==> src/rtl/fir4_sum_decoder.sv <==
// fir4_sum_decoder
//   Recovers the w-bit samples x[n] from the (w+2)-bit stream of a 4-tap moving
//   sum y[n] = x[n]+x[n-1]+x[n-2]+x[n-3], using x[n] = y[n] - y[n-1] + x[n-4].
//   It sits at the receive end of a link that carries FIR output and is used for
//   loopback and self-check.
//   A sum stream that cannot come from w-bit unsigned samples halts the decoder
//   with a sticky err. Only reset or clr brings it back to RUN.
//
//   state | meaning
//   ------+-----------------------------------------------------------------
//   RUN   | normal decode; one input accepted per output slot
//   ERR   | halted after an inconsistent sum; in_ready=0, err=1, pending word
//         | still drains; only reset or clr leave this state
//
// Ports
//   clk        clock, all state updates on posedge
//   reset      synchronous active-high reset, clears all state
//   clr        synchronous resync, same effect as reset
//   in_data    FIR sum sample y[n] (w+2 bits, unsigned)
//   in_valid   in_data valid
//   in_ready   decoder accepts in_data this cycle
//   out_data   recovered sample x[n] (w bits, unsigned), registered
//   out_valid  out_data valid, registered
//   out_ready  downstream accepts out_data
//   err        sticky stream-inconsistency flag
//   count      samples delivered since reset/clr, saturating

module fir4_sum_decoder #(
    parameter int w     = 16,
    parameter int CNT_W = 16
) (
    input  logic             clk,
    input  logic             reset,
    input  logic             clr,
    input  logic [w+1:0]     in_data,
    input  logic             in_valid,
    output logic             in_ready,
    output logic [w-1:0]     out_data,
    output logic             out_valid,
    input  logic             out_ready,
    output logic             err,
    output logic [CNT_W-1:0] count
);

    typedef enum logic {
        ST_RUN = 1'b0,
        ST_ERR = 1'b1
    } state_t;

    localparam logic [CNT_W-1:0] CNT_MAX = {CNT_W{1'b1}};
    localparam logic [CNT_W-1:0] CNT_ONE = {{(CNT_W-1){1'b0}}, 1'b1};

    state_t             state_q,     state_d;
    logic [w+1:0]       y_prev_q,    y_prev_d;
    logic [w-1:0]       x_hist_q [4];
    logic [w-1:0]       x_hist_d [4];
    logic [w-1:0]       out_data_q,  out_data_d;
    logic               out_valid_q, out_valid_d;
    logic               err_q,       err_d;
    logic [CNT_W-1:0]   count_q,     count_d;

    logic               in_xfer;
    logic               out_xfer;
    logic signed [w+3:0] diff;
    logic               diff_ok;

    // Two extra bits over the sum width hold y - y_prev + x[n-4] exactly:
    // the result lies in (-2^(w+2), 2^(w+2)+2^w), so no wrap can occur.
    always_comb begin
        diff = $signed({2'b00, in_data})
             - $signed({2'b00, y_prev_q})
             + $signed({4'b0000, x_hist_q[3]});
        diff_ok = (diff[w+3:w] == 4'b0000);
    end

    always_comb begin
        in_ready = (state_q == ST_RUN) && (!out_valid_q || out_ready);
        in_xfer  = in_valid && in_ready;
        out_xfer = out_valid_q && out_ready;
    end

    always_comb begin
        state_d     = state_q;
        y_prev_d    = y_prev_q;
        x_hist_d    = x_hist_q;
        out_data_d  = out_data_q;
        out_valid_d = out_valid_q;
        err_d       = err_q;
        count_d     = count_q;

        if (out_xfer) begin
            out_valid_d = 1'b0;
        end

        if (in_xfer) begin
            if (diff_ok) begin
                out_data_d  = diff[w-1:0];
                out_valid_d = 1'b1;
                x_hist_d[3] = x_hist_q[2];
                x_hist_d[2] = x_hist_q[1];
                x_hist_d[1] = x_hist_q[0];
                x_hist_d[0] = diff[w-1:0];
                y_prev_d    = in_data;
                if (count_q != CNT_MAX) begin
                    count_d = count_q + CNT_ONE;
                end
            end else begin
                // Offending sample is dropped; history stays as it was so the
                // decoder state still reflects the last consistent sample.
                state_d = ST_ERR;
                err_d   = 1'b1;
            end
        end
    end

    always_ff @(posedge clk) begin
        if (reset || clr) begin
            state_q     <= ST_RUN;
            y_prev_q    <= '0;
            x_hist_q    <= '{default: '0};
            out_data_q  <= '0;
            out_valid_q <= 1'b0;
            err_q       <= 1'b0;
            count_q     <= '0;
        end else begin
            state_q     <= state_d;
            y_prev_q    <= y_prev_d;
            x_hist_q    <= x_hist_d;
            out_data_q  <= out_data_d;
            out_valid_q <= out_valid_d;
            err_q       <= err_d;
            count_q     <= count_d;
        end
    end

    assign out_data  = out_data_q;
    assign out_valid = out_valid_q;
    assign err       = err_q;
    assign count     = count_q;

endmodule

==> config.mk <==
export PLATFORM = sky130hd
export DESIGN_NAME = fir4_sum_decoder
export DESIGN_NICKNAME = d
export VERILOG_FILES = /design/src/rtl/fir4_sum_decoder.sv
export SDC_FILE = /design/constraint.sdc
export NUM_CORES = 1
export LEC_CHECK = 0
export ABC_AREA = 1
export ABC_CLOCK_PERIOD_IN_PS = 5900
export CAP_MARGIN = 20
export CORE_UTILIZATION = 40
export DETAILED_ROUTE_END_ITERATION = 10
export GPL_TIMING_DRIVEN = 0
export PLACE_DENSITY = 0.67
export SYNTH_ARGS = -nofsm -noshare
export SYNTH_HDL_FRONTEND = slang
export SYNTH_SLANG_ARGS = --single-unit
==> constraint.sdc <==
create_clock -name clk -period 5.9 [get_ports clk]
set_input_delay 1.475 -clock clk [delete_from_list [all_inputs] [get_ports clk]]
set_output_delay 1.475 -clock clk [all_outputs]
set_load 0.1 [all_outputs]
==> run summary <==
The post-synthesis cell area was 5816 um2. The flow ran to the end, and the final reports show no timing, DRC or antenna violations. The setup path with the least slack is of type input port to flop. Clock skew on the completed layout was measured at 5.977 ps.

In the final routed layout, each cell accounts on average for 12.83 um. The tools report the number of global-route vias before repair as 4624. The critical-path maximum fanout works out to 10. The netlist uses 36 different library cells. Summed over all layers, the global routing overflow is 0.

Share of final-layout standard cells stronger than drive strength 1: 0.07039. For this run, the slowest stage of the critical path takes 480 ps. Final design utilization: 0.4936. Dividing the detail-routed via count by the number of cells gives 4.860. Chip height: 122.6 um. The layout overhead on the synthesized area is 19.19%. The number of nets handed over by synthesis was 882. For the number of sinks on the clock net, the log shows 100.

The tree is rooted in a clkbuf_16. For the maximum number of pins on one net before global-route repair, the log shows 17. Initial standard-cell utilization of the core: 0.4141. The detail route stage leaves a number of antenna-violating nets equal to 0. The run gives 1075 as the number of non-filler instances in the completed layout. The first global-routing pass estimated 22620 um of wire. The Yosys step of the flow raised 0 warnings.

The core region is 14040 um2. Measured in cells, the most critical reg-to-reg path has a length of 28. The detailed router finished its first iteration with 358 violations. The cell count after synthesis came out at 822. The die width was 122.6 um; the TritonCTS buffer count was 9. The die covers 15020 um2. The logs give 0.1937 for the global-route usage over all layers and 3183 um2 for the area used by multi-input combinational logic. The worst hold path belongs to the class flop to flop.

A synthesized cell averages 7.075 um2. The final instance area came out at 6932 um2. The antenna diode count came out at 0. CTS built an H-tree with a depth of 3. Setup violations remaining at the end of the flow were counted as 0. The analysis attributes to cell leakage a power of 2.824 nW.

The clock-pin slew reported for the worst setup and hold paths after clock tree synthesis was 70 ps; the final-report hold violation count was 0. For the pin with the worst max-slew slack, the measured transition is 977.4 ps. Buffers placed on the I/O ports in this run total 57. The sequential cells in the finished layout cover a total of 2002 um2. The tools report the clock latency of the later-clocked register in the worst-skew pair as 350 ps. For this design the ratio of total power to cell area is 249.7 nW/um2.

On the critical path, the stage with the largest delay is an instance of clkdlybuf4s50_1. The routed layout has 5225 vias. The final count of pins violating max slew was 0. The tools report the worst-case vdd ir drop as 178.3 uV. TritonCTS built the clock tree.

Detailed placement ended at an HPWL of 10520 um. Once placement completed, the tool counted placed cells totaling 1059. The run gives 13790 um as the aggregate routed wire length. The library cells used most frequently in the layout, excluding fill and tap cells, are nor2_1 (195), nand2_1 (116), dfxtp_1 (100), o21ai_1 (71), inv_1 (69).

The critical path startpoint category is an input port. The library cell used most frequently in the layout, excluding fill and tap cells, is nor2_1. Type of element capturing the critical path: a flop. The number of fillers in the final layout came out at 1380. For the required time at the worst-slack endpoint, the log shows 6140 ps. The number of DRC violations after detailed routing was 0. The max-capacitance violation count is 0, and the count of TritonRoute iterations in the first routing pass is 5. For the number of buffers added to fix hold violations after cts, the log shows 0. In this run the core area contains 43 standard-cell rows.

Setup repair after global routing left no endpoint under its margin. By instance count, the cell type seen most on the critical path is nand2_1. The final layout contains 950 nets.

The tools report the initial antenna violation count as 0. The worst hold path was traced through 2 stages. The worst-case headroom to the max-slew limit was 0.3464; the upper clock frequency limit was 186.0 MHz. The tools report the sequential cell area fraction in the yosys report as 0.3442. Routability-driven placement finished with a final weighted congestion of 0.9292. Once placement finished, the instance area stood at 6611 um2. The final critical path time including I/O delays and setup works out to 5375 ps. Counting flops and latches in the post-synthesis netlist gives 100. Adding up every negative setup slack in the final design gives 0 ps. Data on the critical path arrives at its endpoint at 5620 ps.

For the maximum clock insertion buffer count, the log shows 2. Final critical-path share of the clock period: 0.9111. 58 I/O pins were placed.
-- sequential cells by signal, indices dropped and copies added, names as in the netlist --
name,cells
out_data,16
out_valid,1
err,1
x_hist_q,48
count,16
y_prev_q,18
-- timing repair --
item / in CTS / in global routing
buffers inserted: 0 / 0
setup endpoints to repair: 0 / 87
endpoints found under the hold margin: 0 / 0
resized for setup: 0 / 2
-- final cells by class --
| type | instances | share of cell area |
|---|---|---|
| multi-input combinational | 601 | 0.4592 |
| sequential | 100 | 0.2888 |
| timing repair buffer | 57 | 0.08231 |
| buffer | 48 | 0.05271 |
| inverter | 73 | 0.03953 |
| clock buffer | 12 | 0.03700 |
| tap | 180 | 0.03249 |
| clock inverter | 4 | 0.007942 |
-- report_power, final --
group          total, mW  switching (mW)  internal [mW]
Combinational      0.400           0.255          0.144
Sequential         0.706          0.0124          0.693
Clock              0.625           0.270          0.355
Total               1.73           0.538           1.19
-- cell families (layout without fill, tap and decap cells) --
kind of cell             count (synthesis)  after routing  share of synthesized area
adder cells (fa/ha/maj)                 37             37                    0.08219
XOR/XNOR                                42             42                    0.06325
flip-flops                             100            100                     0.3442
buffers and inverters                  121            194                     0.1099
AO/OA/AOI/OAI                          149            149                     0.1332
AND/OR/NAND/NOR                        373            373                     0.2672
-- per-layer routing --
| metal | part of all wire | wire (um) | vias to the layer above | track usage |
|---|---|---|---|---|
| li1 | - | - | 2786 | - |
| met1 | 0.50 | 6941 | 2316 | 0.2729 |
| met2 | 0.44 | 6061 | 113 | 0.3016 |
| met3 | 0.043 | 598 | 10 | 0.02649 |
| met4 | 0.014 | 190 | 0 | 0.06631 |
| met5 | 0 | 0 | - | 0 |
-- cell usage after synthesis (all sizes together) --
master  instances  area share
dfxtp         100        0.34
xor2           27       0.041
nor3            9      0.0086
a31o            1      0.0015
ha             35       0.075
nand2         119       0.079
or2             1      0.0011
a31oi           1      0.0011
buf            36       0.055
nand3b          1      0.0013
inv            71       0.046
nor2          196        0.13
xnor2          15       0.023
a21o            4      0.0052
and3            1      0.0011
o21ai          91       0.078
o21bai          3      0.0039
clkbuf         12      0.0077
o211ai          1      0.0013
nand3          24       0.024
nor4            2      0.0022
nand4          20       0.022
clkinv          2      0.0013
fa              2      0.0069
a21oi          48       0.042
-- critical path, delay by kind of cell --
family	cells	cell delay, ps
AOI/OAI and AO/OA	4	600
adders and majority gates	3	1000
and+or+nand+nor	15	1380
buffers and inverters	7	1010
xor gates and xnor gates	1	170
-- stage by stage --
stage                     setup slack [ps]  total power [mW]  hold slack, ps
after floorplan                       1108             1.019           448.9
after global placement               75.91             1.114           458.5
after detailed placement             55.33             1.116           467.7
after CTS                            404.8             1.742           480.0
after global routing                 46.94             1.810           503.6
final                                524.5             1.731           477.9
-- path summary, 6_finish.rpt --
| check | from | end | slack, ps |
|---|---|---|---|
| worst max-delay path | in_data[0] | out_data[10] | 520 |
| worst min-delay path | err | err | 480 |
| worst max register to register | y_prev_q[0] | out_data[10] | 1880 |
| worst min register to register | err | err | 480 |
(Power assumes the default switching activity.)
